==> src/rtl/rvv_mwmr_fifo_pkg.sv <==
// rvv_mwmr_fifo_pkg: width helpers and modular pointer arithmetic shared by the FIFO files
package rvv_mwmr_fifo_pkg;
  function automatic int ptr_w(int depth);
    return (depth < 2) ? 1 : $clog2(depth);
  endfunction
  function automatic int cnt_w(int depth);
    return $clog2(depth + 1);
  endfunction
  // inc never exceeds depth, so one conditional subtract wraps any DEPTH
  function automatic int ptr_add(int ptr, int inc, int depth);
    return (ptr + inc >= depth) ? ptr + inc - depth : ptr + inc;
  endfunction
endpackage

==> src/rtl/rvv_mwmr_fifo_if.sv <==
// rvv_mwmr_fifo_if: push/pop bus and status of the multi-write/multi-read FIFO
interface rvv_mwmr_fifo_if
  import rvv_mwmr_fifo_pkg::*;
#(
  parameter int DWIDTH = 32,
  parameter int DEPTH  = 8,
  parameter int NWR    = 2,
  parameter int NRD    = 2
);
  logic                    i_flush;
  logic                    i_err_clr;
  logic [NWR-1:0]          i_push;
  logic [NWR*DWIDTH-1:0]   i_push_data;
  logic [NRD-1:0]          i_pop;
  logic [NRD*DWIDTH-1:0]   o_pop_data;
  logic [NRD-1:0]          o_pop_valid;
  logic [cnt_w(DEPTH)-1:0] o_count;
  logic                    o_empty;
  logic                    o_full;
  logic                    o_half_full;
  logic [NWR-1:0]          o_almost_full;
  logic                    o_overflow;
  logic                    o_underflow;
  modport master (
    output i_flush, i_err_clr, i_push, i_push_data, i_pop,
    input  o_pop_data, o_pop_valid, o_count, o_empty, o_full, o_half_full,
           o_almost_full, o_overflow, o_underflow
  );
  modport slave (
    input  i_flush, i_err_clr, i_push, i_push_data, i_pop,
    output o_pop_data, o_pop_valid, o_count, o_empty, o_full, o_half_full,
           o_almost_full, o_overflow, o_underflow
  );
endinterface

==> src/rtl/rvv_mwmr_fifo_push_compact.sv <==
// rvv_mwmr_fifo_push_compact: prefix popcount giving each push port its slot offset and the total
module rvv_mwmr_fifo_push_compact #(
  parameter int NWR = 2,
  parameter int OW  = $clog2(NWR + 1)
) (
  input  logic [NWR-1:0]         i_req,
  output logic [NWR-1:0][OW-1:0] o_off,
  output logic [OW-1:0]          o_total
);
  always_comb begin
    o_total = '0;
    for (int i = 0; i < NWR; i++) begin
      o_off[i] = o_total;
      o_total  = o_total + OW'(i_req[i]);
    end
  end
endmodule

==> src/rtl/rvv_mwmr_fifo.sv <==
// rvv_mwmr_fifo: parametrised NWR-push / NRD-pop FIFO with first-word fall-through and sticky errors
module rvv_mwmr_fifo
  import rvv_mwmr_fifo_pkg::*;
#(
  parameter int DWIDTH = 32,
  parameter int DEPTH  = 8,
  parameter int NWR    = 2,
  parameter int NRD    = 2
) (
  input logic           clk,
  input logic           rst_n,
  rvv_mwmr_fifo_if.slave io_bus
);
  localparam int CW = cnt_w(DEPTH);
  localparam int PW = ptr_w(DEPTH);
  localparam int OW = $clog2(NWR + 1);
  if (DEPTH < NWR || NRD > DEPTH || NWR < 1 || NRD < 1) begin : g_bad_cfg
    $error("rvv_mwmr_fifo: DEPTH must be >= NWR and >= NRD");
  end
  logic [DWIDTH-1:0]     r_mem [DEPTH];
  logic [PW-1:0]         r_wr_ptr;
  logic [PW-1:0]         r_rd_ptr;
  logic [CW-1:0]         r_count;
  logic                  r_ovf;
  logic                  r_unf;
  logic [NWR-1:0][OW-1:0] w_off;
  logic [OW-1:0]         w_total;
  logic [NWR-1:0]        w_we;
  logic [NWR-1:0][PW-1:0] w_slot;
  int                    w_free;
  int                    w_acc_push;
  int                    w_npop;
  int                    w_acc_pop;
  logic                  w_run;
  logic                  w_gap;
  logic                  w_ovf_set;
  logic                  w_unf_set;
  rvv_mwmr_fifo_push_compact #(.NWR(NWR), .OW(OW)) u_compact (
    .i_req   (io_bus.i_push),
    .o_off   (w_off),
    .o_total (w_total)
  );
  // pushes and pops are both judged against the cycle-start count
  always_comb begin
    w_free     = DEPTH - int'(r_count);
    w_ovf_set  = int'(w_total) > w_free;
    w_acc_push = w_ovf_set ? w_free : int'(w_total);
    for (int i = 0; i < NWR; i++) begin
      w_we[i]   = io_bus.i_push[i] && (int'(w_off[i]) < w_free);
      w_slot[i] = PW'(ptr_add(int'(r_wr_ptr), int'(w_off[i]), DEPTH));
    end
    w_run  = 1'b1;
    w_gap  = 1'b0;
    w_npop = 0;
    for (int j = 0; j < NRD; j++) begin
      w_gap  = w_gap | (io_bus.i_pop[j] & ~w_run);
      w_npop = w_npop + int'(io_bus.i_pop[j] & w_run);
      w_run  = w_run & io_bus.i_pop[j];
    end
    w_unf_set = w_gap || (w_npop > int'(r_count));
    w_acc_pop = (w_npop > int'(r_count)) ? int'(r_count) : w_npop;
  end
  always_ff @(posedge clk or negedge rst_n) begin
    if (!rst_n) begin
      r_wr_ptr <= '0;
      r_rd_ptr <= '0;
      r_count  <= '0;
      r_ovf    <= 1'b0;
      r_unf    <= 1'b0;
      for (int k = 0; k < DEPTH; k++) r_mem[k] <= '0;
    end else begin
      r_ovf <= (r_ovf & ~io_bus.i_err_clr) | (w_ovf_set & ~io_bus.i_flush);
      r_unf <= (r_unf & ~io_bus.i_err_clr) | (w_unf_set & ~io_bus.i_flush);
      if (io_bus.i_flush) begin
        r_wr_ptr <= '0;
        r_rd_ptr <= '0;
        r_count  <= '0;
      end else begin
        r_wr_ptr <= PW'(ptr_add(int'(r_wr_ptr), w_acc_push, DEPTH));
        r_rd_ptr <= PW'(ptr_add(int'(r_rd_ptr), w_acc_pop, DEPTH));
        r_count  <= CW'(int'(r_count) + w_acc_push - w_acc_pop);
        for (int i = 0; i < NWR; i++)
          if (w_we[i]) r_mem[w_slot[i]] <= io_bus.i_push_data[i*DWIDTH +: DWIDTH];
      end
    end
  end
  always_comb begin
    for (int j = 0; j < NRD; j++) begin
      io_bus.o_pop_data[j*DWIDTH +: DWIDTH] = r_mem[PW'(ptr_add(int'(r_rd_ptr), j, DEPTH))];
      io_bus.o_pop_valid[j] = int'(r_count) > j;
    end
    for (int k = 0; k < NWR; k++)
      io_bus.o_almost_full[k] = (DEPTH - int'(r_count)) <= k + 1;
    io_bus.o_count     = r_count;
    io_bus.o_empty     = r_count == '0;
    io_bus.o_full      = int'(r_count) == DEPTH;
    io_bus.o_half_full = int'(r_count) >= DEPTH / 2;
    io_bus.o_overflow  = r_ovf;
    io_bus.o_underflow = r_unf;
  end
endmodule
==> src/flat_wrapper.sv <==
// flat-port wrapper written by rule: the top's interface ports become plain ports
module rvv_mwmr_fifo_flat import rvv_mwmr_fifo_pkg::*;
#(
  parameter int DWIDTH = 32,
  parameter int DEPTH  = 8,
  parameter int NWR    = 2,
  parameter int NRD    = 2
)
  (clk, rst_n, io_bus_i_flush, io_bus_i_err_clr, io_bus_i_push, io_bus_i_push_data, io_bus_i_pop, io_bus_o_pop_data, io_bus_o_pop_valid, io_bus_o_count, io_bus_o_empty, io_bus_o_full, io_bus_o_half_full, io_bus_o_almost_full, io_bus_o_overflow, io_bus_o_underflow);
  rvv_mwmr_fifo_if #(.DWIDTH(DWIDTH), .DEPTH(DEPTH), .NWR(NWR), .NRD(NRD)) io_bus_i ();
  input logic clk;
  input logic rst_n;
  input wire logic [$bits(io_bus_i.i_flush)-1:0] io_bus_i_flush;
  input wire logic [$bits(io_bus_i.i_err_clr)-1:0] io_bus_i_err_clr;
  input wire logic [$bits(io_bus_i.i_push)-1:0] io_bus_i_push;
  input wire logic [$bits(io_bus_i.i_push_data)-1:0] io_bus_i_push_data;
  input wire logic [$bits(io_bus_i.i_pop)-1:0] io_bus_i_pop;
  output wire logic [$bits(io_bus_i.o_pop_data)-1:0] io_bus_o_pop_data;
  output wire logic [$bits(io_bus_i.o_pop_valid)-1:0] io_bus_o_pop_valid;
  output wire logic [$bits(io_bus_i.o_count)-1:0] io_bus_o_count;
  output wire logic [$bits(io_bus_i.o_empty)-1:0] io_bus_o_empty;
  output wire logic [$bits(io_bus_i.o_full)-1:0] io_bus_o_full;
  output wire logic [$bits(io_bus_i.o_half_full)-1:0] io_bus_o_half_full;
  output wire logic [$bits(io_bus_i.o_almost_full)-1:0] io_bus_o_almost_full;
  output wire logic [$bits(io_bus_i.o_overflow)-1:0] io_bus_o_overflow;
  output wire logic [$bits(io_bus_i.o_underflow)-1:0] io_bus_o_underflow;
  assign io_bus_i.i_flush = io_bus_i_flush;
  assign io_bus_i.i_err_clr = io_bus_i_err_clr;
  assign io_bus_i.i_push = io_bus_i_push;
  assign io_bus_i.i_push_data = io_bus_i_push_data;
  assign io_bus_i.i_pop = io_bus_i_pop;
  assign io_bus_o_pop_data = io_bus_i.o_pop_data;
  assign io_bus_o_pop_valid = io_bus_i.o_pop_valid;
  assign io_bus_o_count = io_bus_i.o_count;
  assign io_bus_o_empty = io_bus_i.o_empty;
  assign io_bus_o_full = io_bus_i.o_full;
  assign io_bus_o_half_full = io_bus_i.o_half_full;
  assign io_bus_o_almost_full = io_bus_i.o_almost_full;
  assign io_bus_o_overflow = io_bus_i.o_overflow;
  assign io_bus_o_underflow = io_bus_i.o_underflow;
  rvv_mwmr_fifo #(.DWIDTH(DWIDTH), .DEPTH(DEPTH), .NWR(NWR), .NRD(NRD)) u_core (.clk(clk), .rst_n(rst_n), .io_bus(io_bus_i));
endmodule
==> config.mk <==
export PLATFORM = sky130hd
export DESIGN_NAME = rvv_mwmr_fifo_flat
export DESIGN_NICKNAME = d
export VERILOG_FILES = /design/src/rtl/rvv_mwmr_fifo_pkg.sv /design/src/rtl/rvv_mwmr_fifo_if.sv /design/src/rtl/rvv_mwmr_fifo_push_compact.sv /design/src/rtl/rvv_mwmr_fifo.sv /design/src/flat_wrapper.sv
export SDC_FILE = /design/constraint.sdc
export NUM_CORES = 1
export LEC_CHECK = 0
export CORE_MARGIN = 4
export CORE_UTILIZATION = 30
export CTS_BUF_LIST = sky130_fd_sc_hd__clkbuf_16
export DETAILED_ROUTE_END_ITERATION = 16
export PLACE_DENSITY = 0.53
export SKIP_CTS_REPAIR_TIMING = 1
export SYNTH_ARGS = -nofsm -noshare
export SYNTH_HDL_FRONTEND = slang
export SYNTH_SLANG_ARGS = --single-unit
==> constraint.sdc <==
create_clock -name clk -period 9.4 [get_ports clk]
set_input_delay 0.94 -clock clk [delete_from_list [all_inputs] [get_ports clk]]
set_output_delay 0.94 -clock clk [all_outputs]
set_load 0.005 [all_outputs]
==> metrics.yaml, run 1 <==
status:
  status: "completed"
route:
  routed-via-count: 16100
  wl_per_cell_um: 30.0
  ant_nets: 0
  viasPerCell: 6.63
  drt-total-wl_um: 73100
  first_pass_iters: 10
  drt_iter0_drc: 3334
  drc: 0
final_layout:
  finalNonFillerCells: 2434
  syn_to_final_growth_pct: 18.3
  num-fill-cells: 5650
  multi_input_area_um2: 9060
  regArea_um2: 6710
  drive_gt1_share_pct: 18.8
  final_nets: 1739
  postLayoutCellArea_um2: 20700
sta:
  finalClockSkew_ns: 0.0148
  slew_headroom_pct: 8.48
  setup_violations: 0
  layout_min_cycle_time_ns: 5.22
  rsz0062_at_grt: "false"
  post-route-period-util_pct: 55.5
  setup_tns_ns: 0
  timing.fmax_mhz: 192
  hold_viol_final: 0
  drv_slew: 0
  worst_pin_slew_ns: 1.37
  fin_hold_ws_ns: 0.402
worst_setup_path:
  crit_arrival_ns: 4.28
  path_class: "flop to output pin"
  end_kind: "output pin"
  cp_max_fo: 39
  critPathRequiredTime_ns: 8.46
  startpoint_type: "flop"
clock_network:
  insertion_delay_ns: 0.56
  cts.reportedPaths.clkPinSlew_ns: 0.06
  cts_tree: "built"
  cts_max_level: 2
  cts_buffers: 35
  clk_path_buf_depth: 3
  cts-root-buf: "clkbuf_16"
  clock-sinks: 268
synth:
  synth_area_um2: 17500
  yosysMostFrequentCell: "inv_1"
  yosysWarnings: 0
  synthesis.nets: 1688
  yosys-top-cells-area: "dfrtp_1 38%, mux4_2 16%, a222oi_1 14%, inv_1 6.4%, o22ai_1 6.3%"
  synth_area_per_cell_um2: 11.0
  synth_top_area_cell: "dfrtp_1"
  syn_inst: 1592
  synth_common_cells: "301 x inv_1, 268 x dfrtp_1, 250 x a222oi_1"
  synth_top_area_share_pct: 38.3
  synth_seq_area_share_pct: 38.3
  synth-seq-cells: 268
  yosys_most_used_dff: "dfrtp_1"
  synth.distinct_cells: 69
  synth_edf_count: 0
  async_flop_share_pct: 100
grt:
  grt_pass1_wl_um: 108000
  antenna_found_initial: 2
  grt-ovfl-total: 0
  grt_pass1_vias: 16400
  grt_usage_pct: 22.4
  grt_max_degree: 175
die:
  initial_utilization_pct: 30.3
  die_h_um: 250
  ioPinCount: 149
  die-area_um2: 62400
  dieWidth_um: 250
  rows: 88
  core_um2: 57800
placement:
  placed_area_um2: 19600
  place_inst: 2371
  io_buffers: 148
  place_hpwl_um: 40400
  gp_congestion: 0.810
pwr:
  powerDensity_nw_per_um2: 372
  leakage_nw: 8.36
  ir_drop_mv: 0.290
min_path:
  hold_path_class: "primary input to asynchronous set/reset pin"
flow_run:
  maxCapViolCount: 0
==> layout by cell type (no fill, tap or decap), types with 3 or more instances in the layout <==
| master | instances |
|---|---|
| a21oi_1 | 7 |
| a221oi_1 | 4 |
| a222oi_1 | 250 |
| buf_4 | 34 |
| clkbuf_16 | 36 |
| clkdlybuf4s50_1 | 146 |
| clkinv_1 | 13 |
| clkinv_2 | 6 |
| dfrtp_1 | 265 |
| fa_1 | 5 |
| ha_1 | 18 |
| inv_1 | 303 |
| mux2_2 | 64 |
| mux2i_1 | 3 |
| mux4_2 | 128 |
| nand2_1 | 11 |
| nand2b_1 | 5 |
| nand4b_1 | 5 |
| nor2_1 | 18 |
| nor2_4 | 3 |
| nor2b_1 | 11 |
| nor3_1 | 66 |
| nor4b_4 | 4 |
| o211ai_1 | 3 |
| o21ai_0 | 5 |
| o22ai_1 | 177 |
| or3_1 | 5 |
| xnor2_1 | 4 |
==> critical path, cell delays in order (launching register included) <==
cell             delay [ns]
dfrtp_2                0.96
ha_4                   0.59
buf_4                  0.74
mux4_2                 0.58
mux2_2                 0.33
clkdlybuf4s50_1        0.48
==> metal layers <==
layer | track usage [%] | wire [um] | part of all wire (%)
met1 | 30.1 | 28500 | 39
met2 | 35.4 | 33600 | 46
met3 | 4.91 | 7990 | 11
met4 | 9.24 | 2970 | 4.1
met5 | 0 | 13 | 0.018
==> path summary, 6_finish.rpt <==
kind | from | depth (start not counted) | end | slack, ns
worst max-delay path | u_core.r_rd_ptr[1] | 5 | io_bus_o_pop_data[63] | 4.18
worst min-delay path | rst_n | 1 | u_core.r_mem[66] | 0.40
worst max register to register | u_core.io_bus.o_count[0] | 16 | u_core.io_bus.o_count[3] | 4.78
worst min register to register | u_core.io_bus.o_overflow | 1 | u_core.io_bus.o_overflow | 0.51
max in group asynchronous | rst_n | 2 | u_core.r_rd_ptr[0] | 7.43
min in group clk | u_core.io_bus.o_overflow | 1 | u_core.io_bus.o_overflow | 0.51
==> final cells by class <==
cell class,instances,area share (%)
tap,765,4.62
sequential,268,32.4
multi-input combinational,852,43.7
inverter,302,5.47
timing repair buffer,184,8.60
clock inverter,26,0.881
antenna,1,0.0121
clock buffer,36,4.34
==> state kept, by name, indices dropped and copies added, names as in the netlist <==
signal / cells
u_core.r_mem: 256
u_core.io_bus.o_count: 4
u_core.r_rd_ptr: 3
u_core.r_wr_ptr: 3
u_core.io_bus.o_overflow: 1
u_core.io_bus.o_underflow: 1
==> cells by family after synthesis <==
kind of cell             synth area share [%]
XOR/XNOR                                0.442
multiplexers                             20.7
flip-flops                               38.3
other                                  0.0214
AND/OR/NAND/NOR                          5.05
buffers and inverters                    10.8
adder cells (fa/ha/maj)                  1.93
AO/OA/AOI/OAI                            22.8
==> power breakdown <==
part	switching (mW)	internal, mW
combinational	2.11	2.22
sequential	0.486	1.58
clock	0.556	0.750
==> per-stage QoR <==
| step | worst slack [ns] | power, mW | utilization (%) |
|---|---|---|---|
| 6_report | 4.18 | 7.71 | 35.9 |
| 5_1_grt | 4.07 | 8.12 | 35.9 |
| 4_1_cts | 4.17 | 7.71 | 35.9 |
| 3_5_place_dp | 4.51 | 6.38 | 34.0 |
| 3_3_place_gp | 4.62 | 6.29 | 34.0 |
| 2_1_floorplan | 5.41 | 4.61 | - |
Power figures use the tool's default switching activity.
==> inputs of run 2 (changes only) <==
==> constraint.sdc (replaced) <==
create_clock -name clk -period 5.4 [get_ports clk]
set_input_delay 0.54 -clock clk [delete_from_list [all_inputs] [get_ports clk]]
set_output_delay 0.54 -clock clk [all_outputs]
set_load 0.005 [all_outputs]
==> metrics.yaml, run 2 (synthesis gave the netlist of run 1 again) <==
grt:
  grt_pass1_vias: 16000  # -2.0%
  grt-ovfl-total: 0  # unchanged
  grt_pass1_wl_um: 108000  # +0.43%
  grt_max_degree: 218  # +25%
  grt_usage_pct: 22.5  # +0.11 points
  antenna_found_initial: 1  # -1
placement:
  place_hpwl_um: 42100  # +4.0%
  gp_congestion: 0.813  # +0.40%
  placed_area_um2: 19800  # +0.61%
  io_buffers: 148  # unchanged
route:
  wl_met2_um: 34200  # +1.7%
  drc: 0  # unchanged
  drt_iter0_drc: 3075  # -7.8%
  drt-total-wl_um: 73500  # +0.63%
  ant_nets: 0  # unchanged
  drt-met1-wl_um: 29100  # +2.2%
  first_pass_iters: 9  # -1
  route.top_layer_used: "met5"
  viasPerCell: 6.53  # -1.4%
  wl_per_cell_um: 30.1  # +0.22%
  routed-via-count: 16000  # -0.99%
  wl_met3_um: 8030  # +0.51%
worst_setup_path:
  r2r_end: "u_core.io_bus.o_count[3]"
  cp_cell_sequence: "inv_1, ha_1, inv_1, ha_1, nor2b_1, o211ai_1, a21oi_1, a211oi_1, mux2i_1, fa_1, inv_1, ha_1, a21o_1, a21oi_1, xnor2_1, nor2_1"
  crit_arrival_ns: 4.82  # +0.54 ns
  r2r.worst_path.cells: 16  # unchanged
  reg2reg_slack_ns: 0.99  # -3.79 ns
  end_kind: "flop"
  timing.rr.start: "u_core.io_bus.o_count[0]"
  startpoint_type: "flop"
  critPathLaunch: "u_core.io_bus.o_count[0]"
  path_class: "flop to flop"
  cp_max_fo: 10  # -74%
  crit_path_max_incr_delay_ns: 0.58  # -0.38 ns
  worst-path-buf-inv: 3  # +1
  critPathRequiredTime_ns: 5.81  # -2.65 ns
  critPathTopFamily: "adder cells"
  slowest_stage: "dfrtp_1"
final_layout:
  final_nets: 1753  # +0.81%
  most-common-layout-cells: "310 x inv_1, 265 x dfrtp_1, 250 x a222oi_1"
  largest_reg_flops: 256  # unchanged
  largest_register: "u_core.r_mem"
  drive_gt1_share_pct: 19.1  # +0.35 points
  syn_to_final_growth_pct: 18.9
  insertedDiodeCount: 0  # -1
  final_common_cell: "inv_1"
  num-fill-cells: 5643  # -0.12%
  postLayoutCellArea_um2: 20900  # +0.57%
sta:
  hold_viol_final: 0  # unchanged
  layout_min_cycle_time_ns: 4.41
  rsz0062_at_grt: "false"
  worst_pin_slew_ns: 1.35  # -0.0115 ns
  slew_headroom_pct: 9.26  # +0.77 points
  setup_violations: 0  # unchanged
  finalClockSkew_ns: 0.0123  # -0.00253 ns
  drv_slew: 0  # unchanged
  post-route-period-util_pct: 81.6
  timing.fmax_mhz: 227
  setup_tns_ns: 0  # unchanged
clock_network:
  clk_path_buf_depth: 3  # unchanged
  cts-root-buf: "clkbuf_16"
  cts_max_level: 2  # unchanged
  cts_buffers: 36  # +2.9%
  clock-sinks: 268  # unchanged
  insertion_delay_ns: 0.55  # about the same
  cts_tree: "built"
  cts.reportedPaths.clkPinSlew_ns: 0.05  # about the same
min_path:
  min_from: "io_bus_i_flush"
  hold_path_class: "primary input to flop"
  hold_depth: 2
  whs_endpoint: "u_core.r_wr_ptr[2]"
flow_run:
  maxCapViolCount: 0  # unchanged
die:
  die_h_um: 250  # unchanged
  ioPinCount: 149  # unchanged
  initial_utilization_pct: 30.3  # unchanged
  die-area_um2: 62400  # unchanged
  rows: 88  # unchanged
  core_um2: 57800  # unchanged
  dieWidth_um: 250  # unchanged
status:
  status: "completed"
pwr:
  leakage_nw: 8.46  # +1.2%
  powerDensity_nw_per_um2: 649  # +75%
  ir_drop_mv: 0.326  # +12%
[run 2: worst max-delay path by stage]
| stage | end | cells past startpoint | slack (ns) |
|---|---|---|---|
| 6_report | u_core.io_bus.o_count[3] | 16 | 0.99 |
| 3_3_place_gp | u_core.io_bus.o_count[3] | 16 | 1.02 |
| 4_1_cts | u_core.io_bus.o_count[3] | 16 | 0.91 |
| 2_1_floorplan | u_core.io_bus.o_count[3] | 16 | 1.41 |
| 5_1_grt | u_core.io_bus.o_count[3] | 16 | 0.58 |
| 3_5_place_dp | u_core.io_bus.o_count[3] | 16 | 0.92 |
[run 2: per-layer routing]
| metal | vias up | global-route usage [%] |
|---|---|---|
| li1 | 6541 | - |
| met1 | 8173 | 31.1 |
| met2 | 1109 | 35.8 |
| met3 | 146 | 4.87 |
| met4 | 2 | 6.77 |
| met5 | - | 0 |
[run 2: through the flow]
step           util, %  setup slack (ns)  std cells  power [mW]  hold slack [ns]
2_1_floorplan        -              1.41       1592        8.03            0.244
3_3_place_gp      34.2              1.02       2383        11.1            0.507
3_5_place_dp      34.2             0.921       2383        11.2            0.486
4_1_cts           36.1             0.911       2443        13.5          -0.0623
5_1_grt           36.1             0.578       2444        14.3            0.371
6_report          36.1             0.992       2444        13.5            0.396
[run 2: worst register-to-register path, cell delays in order (launching register included)]
cell,delay (ns)
dfrtp_1,0.58
inv_1,0.21
ha_1,0.51
inv_1,0.08
ha_1,0.28
nor2b_1,0.14
o211ai_1,0.15
a21oi_1,0.09
a211oi_1,0.50
mux2i_1,0.41
fa_1,0.47
inv_1,0.11
ha_1,0.24
a21o_1,0.17
a21oi_1,0.16
xnor2_1,0.13
nor2_1,0.05
[run 2: cell type report]
type                    instances  area (um2)  share of cell area, %
repair buffers                197        1930                   9.27
inverters                     302        1130                   5.44
well taps                     765         957                   4.59
multi-input cells             852        9040                   43.4
clock buffers                  37         926                   4.44
flip-flops and latches        268        6710                   32.2
clock inverters                23         149                  0.714
[run 2: where the power goes]
part	leakage, nW	total (mW)	internal (mW)	switching [mW]
combinational	4.55	7.78	3.93	3.85
clock	0.563	2.27	1.33	0.949
sequential	3.35	3.49	2.76	0.727
